`config.mk`:
```
export PLATFORM = sky130hd
export DESIGN_NAME = squareroot_mahsqr_k14_flat
export DESIGN_NICKNAME = d
export VERILOG_FILES = /design/src/rtl/squareroot_mahsqr_k14_if.sv /design/src/rtl/squareroot_mahsqr_k14.sv /design/src/flat_wrapper.sv
export SDC_FILE = /design/constraint.sdc
export NUM_CORES = 1
export LEC_CHECK = 0
export CAP_MARGIN = 30
export CORE_ASPECT_RATIO = 1.5
export CORE_MARGIN = 1.5
export CORE_UTILIZATION = 55
export CTS_CLUSTER_DIAMETER = 120
export DETAILED_ROUTE_END_ITERATION = 16
export PLACE_DENSITY = 0.82
export SLEW_MARGIN = 20
export SYNTH_ARGS = -nofsm -noshare
export SYNTH_HDL_FRONTEND = slang
export SYNTH_SLANG_ARGS = --single-unit
```
`constraint.sdc`:
```
create_clock -name clk -period 18.1 [get_ports clk]
set_clock_uncertainty 0.2 [all_clocks]
set_input_delay 3.62 -clock clk [delete_from_list [all_inputs] [get_ports clk]]
set_output_delay 3.62 -clock clk [all_outputs]
set_load 0.05 [all_outputs]
```
`src/rtl/squareroot_mahsqr_k14_if.sv`:
```
// Radicand/result bus for the approximate square-root block.
//   R         : 16-bit unsigned radicand (driven by master)
//   in_valid  : R is valid this cycle (driven by master)
//   final_op  : registered 8-bit approximate root (driven by slave)
//   out_valid : final_op holds the result of a valid input (driven by slave)
interface squareroot_mahsqr_k14_if;
  logic [15:0] R;
  logic        in_valid;
  logic [7:0]  final_op;
  logic        out_valid;

  modport master (
    output R,
    output in_valid,
    input  final_op,
    input  out_valid
  );

  modport slave (
    input  R,
    input  in_valid,
    output final_op,
    output out_valid
  );
endinterface

```
`src/rtl/squareroot_mahsqr_k14.sv`:
```
// Approximate integer square root: restoring digit-by-digit array, 8 rows,
// with the two least-significant columns of rows 0..6 (14 cells) built from
// approximate subtractor cells. One output register stage.
//   clk : rising-edge clock
//   rst : synchronous active-high reset (priority over in_valid)
//   bus : slave side of squareroot_mahsqr_k14_if (R/in_valid in,
//         final_op/out_valid out, both outputs registered)
module squareroot_mahsqr_k14 (
  input  logic                           clk,
  input  logic                           rst,
  squareroot_mahsqr_k14_if.slave         bus
);

  logic [7:0] root_s;

  // Exact full-subtractor borrow-out.
  function automatic logic bout_exact(input logic a, input logic b, input logic bin);
    return (~a & b) | (~(a ^ b) & bin);
  endfunction

  // Approximate borrow-out: over-borrows only for a=1, b=0, bin=1.
  function automatic logic bout_approx(input logic a, input logic b, input logic bin);
    return (~a & b) | bin;
  endfunction

  // Full array evaluation. The borrow chain is 16 bits wide so the
  // subtraction is never truncated; the upper cells see constant zeros on the
  // trial side and collapse to simple borrow propagation.
  function automatic logic [7:0] asqrt(input logic [15:0] rad);
    logic [7:0]  q_v;
    logic [15:0] rem_v;
    logic [15:0] rp_v;
    logic [15:0] trial_v;
    logic [15:0] diff_v;
    logic        borrow_v;
    q_v   = 8'd0;
    rem_v = 16'd0;
    for (int i = 7; i >= 0; i--) begin
      rp_v     = {rem_v[13:0], rad[2*i +: 2]};
      trial_v  = {6'd0, q_v, 2'b01};
      diff_v   = 16'd0;
      borrow_v = 1'b0;
      for (int j = 0; j < 16; j++) begin
        diff_v[j] = rp_v[j] ^ trial_v[j] ^ borrow_v;
        // Columns 0 and 1 of rows 0..6 are the approximate cells.
        if ((i <= 6) && (j <= 1)) begin
          borrow_v = bout_approx(rp_v[j], trial_v[j], borrow_v);
        end else begin
          borrow_v = bout_exact(rp_v[j], trial_v[j], borrow_v);
        end
      end
      // No final borrow: accept the digit; otherwise restore the remainder.
      if (!borrow_v) begin
        q_v   = {q_v[6:0], 1'b1};
        rem_v = diff_v;
      end else begin
        q_v   = {q_v[6:0], 1'b0};
        rem_v = rp_v;
      end
    end
    return q_v;
  endfunction

  // Combinational array on the live radicand (evaluated regardless of in_valid).
  always_comb begin
    root_s = asqrt(bus.R);
  end

  // Output register stage with synchronous reset.
  always_ff @(posedge clk) begin
    if (rst) begin
      bus.final_op  <= 8'd0;
      bus.out_valid <= 1'b0;
    end else begin
      bus.final_op  <= root_s;
      bus.out_valid <= bus.in_valid;
    end
  end

endmodule

```
`src/flat_wrapper.sv`:
```
// flat-port wrapper written by rule: the top's interface ports become plain ports
module squareroot_mahsqr_k14_flat 
  (clk, rst, bus_R, bus_in_valid, bus_final_op, bus_out_valid);
  squareroot_mahsqr_k14_if bus_i ();
  input  logic clk;
  input  logic rst;
  input wire logic [$bits(bus_i.R)-1:0] bus_R;
  input wire logic [$bits(bus_i.in_valid)-1:0] bus_in_valid;
  output wire logic [$bits(bus_i.final_op)-1:0] bus_final_op;
  output wire logic [$bits(bus_i.out_valid)-1:0] bus_out_valid;
  assign bus_i.R = bus_R;
  assign bus_i.in_valid = bus_in_valid;
  assign bus_final_op = bus_i.final_op;
  assign bus_out_valid = bus_i.out_valid;
  squareroot_mahsqr_k14 u_core (.clk(clk), .rst(rst), .bus(bus_i));
endmodule
```
# Yosys cells after proc, flatten, opt, wreduce, memory -nomap -nowiden
# Index checks and enable logic that the tools add are counted.
[totals]
ff_bits = 9
latch_bits = 0
mem_bits_rw = 0
romBits = 0
inputBits = 19
output_inout_bits = 9
memories = 0
[classes]
add_sub_neg = 0
mul = 0
n_div = 0
order_cmp = 0
eq_ne = 0
n_shift = 0
mux = 15
n_bitwise = 509
n_reduce_logical = 0
[op_table]
columns = ["op", "n"]
rows = [
  ["1-bit NOT", 151],
  ["1-bit bitwise AND", 127],
  ["1-bit XOR", 103],
  ["14-bit 2-to-1 mux", 6],
  ["1-bit bitwise OR", 56],
  ["1-bit bitwise AND (second input constant)", 28],
  ["1-bit XOR (second input constant)", 22],
  ["1-bit NOT (first input constant)", 12],
  ["1-bit 2-to-1 mux", 8],
  ["1-bit XOR (both inputs constant)", 6],
  ["1-bit XOR (first input constant)", 4],
  ["2-bit 2-to-1 mux", 1],
]

# Longest topological paths before layout
# Gate-level depths: netlist of run 1.
[depth]
depth_word = 178
mapped_depth = 65
ltp_nobuf = 63

# Least setup slack after synthesis of run 1
# Ideal clock, no wire load.
[synth_timing]
kind = "input to register"
from = "input bus_R[14]"
to = "register u_core.bus.final_op[0]"
setup_time_ns = 0.120
t_arrival_ns = 15.345
path_slack_ns = 2.435
path_stages = 62
path_cell_list = "buf_4 -> inv_1 -> ha_1 -> nor2b_1 -> a21oi_1 -> fa_1 -> ha_1 -> buf_6 -> a211o_1 -> and2_1 -> fa_1 -> fa_1 -> ha_1 -> ha_1 -> a21oi_1 -> xor2_1 -> fa_1 -> inv_1 -> [... 26 more ...] -> fa_1 -> fa_1 -> ha_1 -> ha_1 -> ha_1 -> ha_1 -> ha_1 -> nand2_2 -> nor2_1 -> a21oi_1 -> xnor2_1 -> ha_1 -> a21oi_1 -> nor2b_1 -> o21ai_0 -> o2111ai_1 -> o211ai_1 -> a211o_1"
[synth_via]
elab_chain_cells = 178
elab_cells_between_ends = 480
[synth_rtl]
columns = ["element", "line_no", "text"]
rows = [
  ["from (decl)", "flat_wrapper.sv:7", "input wire logic [$bits(bus_i.R)-1:0] bus_R;"],
  ["1-bit NOT", "squareroot_mahsqr_k14.sv:18", "return (~a & b) | (~(a ^ b) & bin);"],
  ["1-bit bitwise AND", "squareroot_mahsqr_k14.sv:18", ""],
  ["2-bit 2-to-1 mux or 1-bit 2-to-1 mux (tied branches)", "squareroot_mahsqr_k14.sv:53", "if (!borrow_v) begin"],
  ["1-bit XOR", "squareroot_mahsqr_k14.sv:18, squareroot_mahsqr_k14.sv:44", ""],
  ["1-bit NOT", "squareroot_mahsqr_k14.sv:18", ""],
  ["1-bit bitwise AND", "squareroot_mahsqr_k14.sv:18", ""],
  ["1-bit bitwise OR", "squareroot_mahsqr_k14.sv:18", ""],
  ["1-bit bitwise AND", "squareroot_mahsqr_k14.sv:18", ""],
  ["[... 95 more ...]", "-", ""],
  ["net u_core.root_s[3]", "squareroot_mahsqr_k14.sv:14", "logic [7:0] root_s;"],
  ["[... 63 more ...]", "-", ""],
  ["1-bit bitwise OR", "squareroot_mahsqr_k14.sv:18", ""],
  ["1-bit bitwise AND", "squareroot_mahsqr_k14.sv:18", ""],
  ["1-bit bitwise OR", "squareroot_mahsqr_k14.sv:18", ""],
  ["1-bit bitwise AND", "squareroot_mahsqr_k14.sv:18", ""],
  ["1-bit bitwise OR", "squareroot_mahsqr_k14.sv:18", ""],
  ["1-bit bitwise AND (5 in series)", "squareroot_mahsqr_k14.sv:18", ""],
  ["1-bit bitwise AND (*)", "squareroot_mahsqr_k14.sv:18", ""],
  ["1-bit 2-to-1 mux (*)", "squareroot_mahsqr_k14.sv:53", ""],
  ["to (signal assigned)", "squareroot_mahsqr_k14.sv:75", "bus.final_op <= root_s;"],
  ["to (decl)", "squareroot_mahsqr_k14_if.sv:22", "output final_op,"],
]
# The timed path passes the listed nets; every way through them passes the cells marked *.
# A chain may end at the register's enable or synchronous reset.

# Worst setup path after layout of run 1
# Ends and elaborated chain as after synthesis.

==> impl_results.md, run 1 <==
* Result of the run: complete, no violations
* Number of remaining DRC errors at 0
* Fraction of power spent switching nets at 0.4989
* Global route total overflow at 0
* Max FO, Critical Path at 11
* Initial Util at 0.5854
* Core outline area at 2973 um^2
* Final clock period utilization by the worst path at 0.9385
* Number of distinct library cell variants in the gate-level netlist after synthesis at 50
* Clock sink total at 9
* Clock Root Buffer: sky130_fd_sc_hd__clkbuf_8
* Number of gates given a new drive strength after cts at 0
* Number of antenna violations at the first check in global routing at 0
* Power per cell area at around 140 nW/um^2
* Pin count of the biggest net entering global routing at 13
* Number of flops mapped to enable cells by yosys at 0
* Area share of xor/xnor cells in the synthesized design at 0.04026
* Antenna-violating nets left at 0
* Area leader, netlist: sky130_fd_sc_hd__fa_1
* Minimum clock period at 16,990 ps
* Crit path kind: primary input to register
* # nets final at 288
* Post-CTS setup buffers at 0
* Hold Fails Final Rpt at 0
* Post-Syn Instances at 205
* Growth of design area from synthesis to finish at 19.27%
* P_int at approximately 0.15 mW
* Diodes inserted at 0
* Adder-cell share of the synthesized area at 0.3422
* Length of the first detailed-routing pass in iterations at 4
* Proportion of synthesized flip-flops having asynchronous set or reset at 0
* Data required time of the critical path at around 18,000 ps
* Setup repair after global routing missed its margin: false
* Sequential area share after synthesis at 0.1035
* Area share of the largest cell type after synthesis at 0.1725
* Routed WL per cell at around 14 um
* Top achievable clock speed at 0.05887 GHz
* Synth Cell Area at between 1500 and 2000 um^2
* Wire length of the first global-routing pass at approximately 7.0 mm
* Clk pin slew, worst setup/hold paths at roughly 50 ps
* Top cells by area in the synthesized netlist: sky130_fd_sc_hd__fa_1, sky130_fd_sc_hd__ha_1, sky130_fd_sc_hd__dfxtp_1
* Number of design-rule violations left by the first detailed-router iteration at 19
* Setup crit start kind: primary input
* Part of the total power dissipated in the clock network at 0.081
* Number of standard-cell rows in the floorplan at 24
* Number of global-route vias before repair at between 1,500 and 2,000
* Pin slew with the least headroom to its limit at 500.9 ps
* TritonCTS clock tree: yes
* Largest family of logic cells by synthesized area: adder cells
* Worst Slack Setup Final at ~1100 ps
* Global-route usage over all layers at 0.2490
* Standard cell with the maximum stage delay on the critical path: sky130_fd_sc_hd__clkdlybuf4s50_1
* Filler cell count in the final layout at roughly 250
* Mean instance size in the synthesized netlist at 8.490 um^2
* Die Y at between 70 and 80 um
* Vias per cell at approximately 5.8
* Max H-tree Level at 1
* Post-synthesis register bit count at 9
* Area of the die at around 3500 um^2
* Synth Area in Compound Gates at 0.1711
* Critical path endpoint category: register
* Path category of the worst min-delay check: primary input to register
* Total wire length after detailed routing at between 3 and 4 mm
* TritonCTS Buffers at 3
* Most used DFF post-synth: sky130_fd_sc_hd__dfxtp_1
* Cell leakage power at around 0.92 nW
* Max-slew headroom at 0.6650
* Final weighted congestion in routability-driven placement at roughly 0.86
* Die Span X at between 40 and 50 um
* Placement-stage worst setup slack at between 800 and 900 ps
* Part of the total power dissipated in combinational logic at 0.837
* Fraction of layout instances using a drive strength above 1 at 0.1039
* Boundary pin count at 28
* Placed wire-length estimate at roughly 3.2 mm
* Post-Syn Nets at roughly 260
* Max-cap violations at 0
* Post-route setup TNS at 0 ps
* Synth Area in Simple Gates at 0.2214
* Flop pwr share at 0.082
* # hold bufs at CTS at 0
* Total power consumption of the routed design at around 0.30 mW
* Quantity of I/O buffers inserted on ports at 26
* Yosys warning count at 0
* Vias after detailed routing at around 1,600
* Commonest non-fill, non-tap cell in the layout: sky130_fd_sc_hd__nand2_1
* Arrival time reported for the critical path endpoint at 16,910 ps
* Fin. max-slew vios at 0
* Delay of the slowest critical-path stage at roughly 660 ps
* Most used cells in the layout excluding fill and tap cells: sky130_fd_sc_hd__nand2_1, sky130_fd_sc_hd__clkdlybuf4s50_1, sky130_fd_sc_hd__ha_1
* Setup violations, final at 0
* Total net switching power at around 0.15 mW
* Multiplexer fraction of the synthesized cell area at 0.07620
* Worst vdd ir at between 0.07 and 0.08 mV
* Clock tree buffer depth at 2
* Cell repeated most along the worst path: sky130_fd_sc_hd__ha_1
-- cell type report --
cell class	count	area, um^2	area share
Clock buffer	3	41.29	0.01989
Clock inverter	1	5.005	0.002411
Sequential cell	9	180.2	0.08680
Multi-Input combinational cell	179	1481	0.7137
Inverter	11	43.79	0.02110
Tap cell	39	48.80	0.02351
Timing Repair Buffer	28	275.3	0.1326
-- synthesized netlist by cell type, drive strengths merged, types with 4 or more instances --
cell type	n
fa	15
xor2	4
nor2	19
xnor2	4
ha	22
o211ai	5
mux2i	5
mux2	7
a21oi	10
nand2	32
dfxtp	9
inv	10
o21ai	6
nor2b	8
-- cells by family (layout without fill, tap and decap cells) --
family,Yosys count,after routing
multiplexers,12,12
XOR/XNOR,8,8
AO/OA/AOI/OAI,41,41
buffers and inverters,17,43
flip-flops,9,9
AND/OR/NAND/NOR,79,79
adder cells (fa/ha/maj),39,39
-- path summary, 6_finish.rpt --
kind,depth (start not counted),slack [ps],from,endpoint
worst max-delay path,61,1110,bus_R[14],u_core.bus.final_op[0]
worst min-delay path,2,3740,bus_in_valid,u_core.bus.out_valid
-- metrics by stage --
stage / instances / util / cell area [um^2] / hold slack (ps)
3_3_place_gp: 266 / 0.6827 / 2029 / 3978
6_report: 270 / 0.6982 / 2076 / 3737
2_1_floorplan: 205 / - / 1740 / 3548
5_1_grt: 270 / 0.6982 / 2076 / 3758
3_5_place_dp: 266 / 0.6827 / 2029 / 3985
4_1_cts: 270 / 0.6982 / 2076 / 3737
-- state kept, by name, indices dropped and copies added, names as in the netlist --
signal and count:
u_core.bus.final_op 8, u_core.bus.out_valid 1
-- power by group through the flow --
stage	sequential [mW]	clock (mW)	combinational [mW]
finish	0.0241	0.0241	0.248
CTS	0.0242	0.0244	0.249
global route	0.0243	0.0250	0.288
detailed placement	0.0246	0	0.247
global placement	0.0244	0	0.237
floorplan	0.0365	0	0.181
-- routing by layer --
| metal | GRT usage | up-vias | share of wire |
|---|---|---|---|
| li1 | - | 769 | - |
| met1 | 0.2562 | 746 | 0.40 |
| met2 | 0.5129 | 27 | 0.56 |
| met3 | 0.01235 | 11 | 0.014 |
| met4 | 0.09841 | 0 | 0.025 |
| met5 | 0 | - | 0 |
-- worst max-delay path, delay by kind of cell --
family | cells | cell delay, ps
buffers and inverters | 7 | 1230
AND/OR/NAND/NOR | 8 | 1160
XOR/XNOR | 4 | 850
AO/OA/AOI/OAI | 10 | 1520
adder cells (fa/ha/maj) | 32 | 8490
Note: power is estimated with default switching activity, not from simulation.
==> inputs of run 2 (changes only) <==
--- a/config.mk
+++ b/config.mk
@@ -12,7 +12,8 @@
 export CTS_CLUSTER_DIAMETER = 120
 export DETAILED_ROUTE_END_ITERATION = 16
 export PLACE_DENSITY = 0.82
-export SLEW_MARGIN = 20
+export SKIP_LAST_GASP = 1
+export SLEW_MARGIN = 10
 export SYNTH_ARGS = -nofsm -noshare
 export SYNTH_HDL_FRONTEND = slang
 export SYNTH_SLANG_ARGS = --single-unit
==> constraint.sdc (replaced) <==
create_clock -name clk -period 18.1 [get_ports clk]
set_clock_uncertainty 0.2 [all_clocks]
set_input_delay 2.715 -clock clk [delete_from_list [all_inputs] [get_ports clk]]
set_output_delay 2.715 -clock clk [all_outputs]
set_load 0.05 [all_outputs]
==> run 2 against run 1 <==
Global-route usage grew 0.087 points; cell count down 0.74%; critical endpoint unchanged; clock power about the same; power grew 0.29%; highest routed layer unchanged; flip-flop and latch count unchanged.
==> impl_results.md, run 2 (synthesis results as in run 1) <==
* Result of the run: complete, no violations (unchanged)
* Number of global-route vias before repair at 1,577 (was 1,657)
* Clk pin slew, worst setup/hold paths at 50 ps (about the same)
* Arrival time reported for the critical path endpoint at 16,430 ps (was 16,910 ps)
* Minimum clock period at 16,500 ps (was 16,990 ps)
* Clock sink total at 9 (unchanged)
* Pin slew with the least headroom to its limit at 499.9 ps (was 500.9 ps)
* Antenna-violating nets left at 0 (unchanged)
* Routed WL per cell at 14.65 um (was 14.20 um)
* Worst vdd ir at 0.07836 mV (was 0.07076 mV)
* Hold Fails Final Rpt at 0 (unchanged)
* Highest signal layer in the routed design: met4 (unchanged)
* TritonCTS Buffers at 3 (unchanged)
* Clock Root Buffer: sky130_fd_sc_hd__clkbuf_8 (unchanged)
* Length of routed met2 wiring at 2.196 mm (was 2.158 mm)
* Quantity of I/O buffers inserted on ports at 26 (unchanged)
* Number of remaining DRC errors at 0 (unchanged)
* Standard cell with the maximum stage delay on the critical path: sky130_fd_sc_hd__clkdlybuf4s50_1 (unchanged)
* Vias per cell at 5.817 (was 5.752)
* Max-cap violations at 0 (unchanged)
* Cell repeated most along the worst path: sky130_fd_sc_hd__ha_1 (unchanged)
* Crit path kind: primary input to register (unchanged)
* Boundary pin count at 28 (unchanged)
* Number of flip-flops in the largest register at 8 (unchanged)
* Commonest non-fill, non-tap cell in the layout: sky130_fd_sc_hd__nand2_1 (unchanged)
* Die Span X at 48.93 um (unchanged)
* Critical path endpoint category: register (unchanged)
* Number of standard-cell rows in the floorplan at 24 (unchanged)
* Growth of design area from synthesis to finish at 18.40% (was 19.27%)
* Max-slew headroom at 0.6657 (was 0.6650)
* Path category of the worst min-delay check: primary input to register (unchanged)
* Total power consumption of the routed design at 0.2966 mW (was 0.2958 mW)
* Pin count of the biggest net entering global routing at 15 (was 13)
* Wire length of the first global-routing pass at 6.831 mm (was 6.975 mm)
* Final instance count without filler cells at 268 (was 270)
* Post-CTS setup buffers at 0 (unchanged)
* TritonCTS clock tree: yes (unchanged)
* Data required time of the critical path at 18,030 ps (about the same)
* Met3 Wirelength at 53 um (was 52 um)
* Post-route cell area at 2061 um^2 (was 2076 um^2)
* Cell leakage power at 0.9057 nW (was 0.9154 nW)
* Vias after detailed routing at 1,559 (was 1,553)
* Top register by number of flip-flops: u_core.bus.final_op (unchanged)
* Max H-tree Level at 1 (unchanged)
* Setup violations, final at 0 (unchanged)
* Fraction of layout instances using a drive strength above 1 at 0.09607 (was 0.1039)
* Power per cell area at 143.9 nW/um^2 (was 142.5 nW/um^2)
* Final weighted congestion in routability-driven placement at 0.8275 (was 0.8602)
* Wire length the detailed router placed on met1 at 1.516 mm (was 1.528 mm)
* Hold path cells at 2 (unchanged)
* Core outline area at 2973 um^2 (unchanged)
* Max FO, Critical Path at 14 (was 11)
* Global-route usage over all layers at 0.2499 (was 0.2490)
* Number of gates given a new drive strength after cts at 0 (unchanged)
* Setup crit start kind: primary input (unchanged)
* Post-Place Cells at 264 (was 266)
* Number of design-rule violations left by the first detailed-router iteration at 41 (was 19)
* Length of the first detailed-routing pass in iterations at 6 (was 4)
* Global route total overflow at 0 (unchanged)
* Setup repair after global routing missed its margin: false (unchanged)
* Placed Instance Area at 2014 um^2 (was 2029 um^2)
* Delay of the slowest critical-path stage at 670 ps (was 660 ps)
* Largest registers in the final layout: u_core.bus.final_op x8, u_core.bus.out_valid x1 (unchanged)
* Final clock period utilization by the worst path at 0.9117 (was 0.9385)
* Most used cells in the layout excluding fill and tap cells: sky130_fd_sc_hd__nand2_1, sky130_fd_sc_hd__clkdlybuf4s50_1, sky130_fd_sc_hd__ha_1 (unchanged)
* Total wire length after detailed routing at 3.925 mm (was 3.834 mm)
* Die Y at 71.90 um (unchanged)
* Diodes inserted at 0 (unchanged)
* Final core utilization at 0.6932 (was 0.6982)
* # hold bufs at CTS at 0 (unchanged)
* Initial Util at 0.5854 (unchanged)
* Clock tree buffer depth at 2 (unchanged)
* Area of the die at 3518 um^2 (unchanged)
* Post-route setup TNS at 0 ps (unchanged)
* Fin. max-slew vios at 0 (unchanged)
* Top achievable clock speed at 0.06060 GHz (was 0.05887 GHz)
* Placed wire-length estimate at 3.142 mm (was 3.174 mm)
* Number of antenna violations at the first check in global routing at 0 (unchanged)
* # nets final at 286 (was 288)
==> run 2: cell types whose count changed in the layout (fill, tap and decap cells not counted), sizes merged <==
cell  delta
buf      -2
==> run 2: layer usage <==
metal,global-route usage,vias up
met5,0,-
met4,0.1333,0
met3,0.01440,13
met2,0.5084,26
met1,0.2470,749
li1,-,771
==> run 2: path summary, 6_finish.rpt <==
kind	start	endpoint	slack [ps]
max	bus_R[14]	u_core.bus.final_op[0]	1600
min	bus_in_valid	u_core.bus.out_valid	2830
==> run 2: cell type report <==
class,instances,area (um^2)
clock buffer,3,41.29
inverter,11,43.79
fill,253,912.1
sequential,9,180.2
multi-input combinational,179,1481
clock inverter,1,5.005
timing repair buffer,26,260.3
tap,39,48.80
==> run 2: critical path: cells and delay by family <==
| kind | cells | cell delay, ps |
|---|---|---|
| and+or+nand+nor | 7 | 1490 |
| xor gates and xnor gates | 3 | 580 |
| adders and majority gates | 31 | 8120 |
| muxes | 1 | 300 |
| AOI/OAI and AO/OA | 11 | 1620 |
| buffers and inverters | 7 | 1600 |
==> run 2: power breakdown <==
group	internal (mW)	switching (mW)	leakage, nW
logic	0.108	0.140	0.805
clock network	0.0151	0.00930	0.0255
registers	0.0234	0.000775	0.0756
==> run 2: metrics by stage <==
stage                     hold WS, ps  worst slack [ps]
after floorplan                  2643              3340
after global placement           3073              1530
after detailed placement         3080              1361
after CTS                        2828              1554
after global routing             2850             499.3
final                            2828              1599
==> inputs of run 3 (changes only) <==
--- a/config.mk
+++ b/config.mk
@@ -8,10 +8,11 @@
 export CAP_MARGIN = 30
 export CORE_ASPECT_RATIO = 1.5
 export CORE_MARGIN = 1.5
-export CORE_UTILIZATION = 55
+export CORE_UTILIZATION = 56
+export CTS_BUF_LIST = sky130_fd_sc_hd__clkbuf_4 sky130_fd_sc_hd__clkbuf_8
 export CTS_CLUSTER_DIAMETER = 120
 export DETAILED_ROUTE_END_ITERATION = 16
-export PLACE_DENSITY = 0.82
+export PLACE_DENSITY = 0.83
 export SKIP_LAST_GASP = 1
 export SLEW_MARGIN = 10
 export SYNTH_ARGS = -nofsm -noshare
==> run 3 against run 2 <==
Die area is 1.7% lower; largest cell class unchanged; maximum frequency is 0.42% higher; critical path depth stayed put; non-clock buffer count stayed put; largest power group unchanged.
==> impl_results.md, run 3 (synthesis results as in run 1) <==
* Total wire length after detailed routing at 3.792 mm (was 3.925 mm)
* Core outline area at 2943 um^2 (was 2973 um^2)
* Most used cells in the layout excluding fill and tap cells: sky130_fd_sc_hd__nand2_1, sky130_fd_sc_hd__clkdlybuf4s50_1, sky130_fd_sc_hd__ha_1 (unchanged)
* Diodes inserted at 0 (unchanged)
* Post-CTS setup buffers at 0 (unchanged)
* Top achievable clock speed at 0.06085 GHz (was 0.06060 GHz)
* Worst min-delay path startpoint: bus_in_valid (unchanged)
* Pin slew with the least headroom to its limit at 496.2 ps (was 499.9 ps)
* # nets final at 286 (unchanged)
* Vias per cell at 5.720 (was 5.817)
* Path category of the worst min-delay check: primary input to register (unchanged)
* Initial Util at 0.5914 (was 0.5854)
* Final weighted congestion in routability-driven placement at 0.8480 (was 0.8275)
* Clock sink total at 9 (unchanged)
* Max FO, Critical Path at 14 (unchanged)
* Minimum clock period at 16,430 ps (was 16,500 ps)
* Crit path kind: primary input to register (unchanged)
* Cell leakage power at 0.9057 nW (unchanged)
* Global route total overflow at 0 (unchanged)
* Number of antenna violations at the first check in global routing at 0 (unchanged)
* Quantity of I/O buffers inserted on ports at 26 (unchanged)
* Placed wire-length estimate at 3.172 mm (was 3.142 mm)
* Growth of design area from synthesis to finish at 18.40% (unchanged)
* Hold Fails Final Rpt at 0 (unchanged)
* Area of the die at 3458 um^2 (was 3518 um^2)
* Global-route usage over all layers at 0.2484 (was 0.2499)
* Number of global-route vias before repair at 1,589 (was 1,577)
* Die Span X at 48.52 um (was 48.93 um)
* Number of gates given a new drive strength after cts at 0 (unchanged)
* Post-Place Cells at 264 (unchanged)
* TritonCTS clock tree: yes (unchanged)
* Final clock period utilization by the worst path at 0.9079 (was 0.9117)
* Routed WL per cell at 14.15 um (was 14.65 um)
* Result of the run: complete, no violations (unchanged)
* Arrival time reported for the critical path endpoint at 16,360 ps (was 16,430 ps)
* TritonCTS Buffers at 3 (unchanged)
* Number of flip-flops in the largest register at 8 (unchanged)
* Vias after detailed routing at 1,533 (was 1,559)
* Max-slew headroom at 0.6681 (was 0.6657)
* Post-route setup TNS at 0 ps (unchanged)
* Standard cell with the maximum stage delay on the critical path: sky130_fd_sc_hd__clkdlybuf4s50_1 (unchanged)
* Power per cell area at 141.5 nW/um^2 (was 143.9 nW/um^2)
* Die Y at 71.28 um (was 71.90 um)
* Largest registers in the final layout: u_core.bus.final_op x8, u_core.bus.out_valid x1 (unchanged)
* Boundary pin count at 28 (unchanged)
* Delay of the slowest critical-path stage at 680 ps (was 670 ps)
* Number of design-rule violations left by the first detailed-router iteration at 51 (was 41)
* Critical path endpoint category: register (unchanged)
* Max-cap violations at 0 (unchanged)
* Worst vdd ir at 0.08109 mV (was 0.07836 mV)
* Critical path launch point: bus_R[14] (unchanged)
* Final instance count without filler cells at 268 (unchanged)
* Setup repair after global routing missed its margin: false (unchanged)
* Clock tree buffer depth at 2 (unchanged)
* Commonest non-fill, non-tap cell in the layout: sky130_fd_sc_hd__nand2_1 (unchanged)
* Fraction of layout instances using a drive strength above 1 at 0.09607 (unchanged)
* # hold bufs at CTS at 0 (unchanged)
* Clock Root Buffer: sky130_fd_sc_hd__clkbuf_8 (unchanged)
* Antenna-violating nets left at 0 (unchanged)
* Data required time of the critical path at 18,030 ps (about the same)
* Pin count of the biggest net entering global routing at 15 (unchanged)
* Number of remaining DRC errors at 0 (unchanged)
* Cell repeated most along the worst path: sky130_fd_sc_hd__ha_1 (unchanged)
* Number of standard-cell rows in the floorplan at 24 (unchanged)
* Fin. max-slew vios at 0 (unchanged)
* Wire length of the first global-routing pass at 6.706 mm (was 6.831 mm)
* Placement-stage worst setup slack at 1382 ps (was 1361 ps)
* Worst Slack Setup Final at 1667 ps (was 1599 ps)
* Setup crit start kind: primary input (unchanged)
* Max H-tree Level at 1 (unchanged)
* Setup violations, final at 0 (unchanged)
* Clk pin slew, worst setup/hold paths at 50 ps (about the same)
* Length of the first detailed-routing pass in iterations at 4 (was 6)
* Top register by number of flip-flops: u_core.bus.final_op (unchanged)
run 3: worst max-delay path, delay by kind of cell:
kind / cells / cell delay [ps]
buf+inv: 7 / 1560
mux: 1 / 300
compound gates: 11 / 1620
fa+ha+maj: 31 / 8130
xor+xnor: 3 / 600
simple gates: 7 / 1440
run 3: power by group:
group | internal [mW] | total [mW] | leakage, nW | switching, mW
logic | 0.108 | 0.242 | 0.805 | 0.135
clock network | 0.0152 | 0.0249 | 0.0255 | 0.00975
registers | 0.0234 | 0.0242 | 0.0756 | 0.000864
run 3: area by class of cell:
| type | count | area [um^2] |
|---|---|---|
| multi-input combinational | 179 | 1481 |
| clock inverter | 1 | 5.005 |
| timing repair buffer | 26 | 260.3 |
| tap | 39 | 48.80 |
| fill | 269 | 882.1 |
| sequential | 9 | 180.2 |
| clock buffer | 3 | 41.29 |
| inverter | 11 | 43.79 |
run 3: metrics by stage:
| step | power (mW) | area (um^2) | utilization | hold WS [ps] |
|---|---|---|---|---|
| after floorplan | 0.2173 | 1740 | - | 2643 |
| after global placement | 0.2591 | 2014 | 0.6845 | 3074 |
| after detailed placement | 0.2686 | 2014 | 0.6845 | 3085 |
| after CTS | 0.2948 | 2061 | 0.7003 | 2837 |
| after global routing | 0.3335 | 2061 | 0.7003 | 2847 |
| final | 0.2915 | 2061 | 0.7003 | 2835 |
run 3: path summary, 6_finish.rpt:
check                 depth (start not counted)                      to
worst max-delay path                         60  u_core.bus.final_op[0]
worst min-delay path                          2    u_core.bus.out_valid
run 3: metal layers:
metal	global-route usage	vias up	wire, um
li1	-	768	-
met1	0.2644	731	1525
met2	0.4861	25	2095
met3	0.02292	9	63
met4	0.1175	0	108
met5	0	-	0
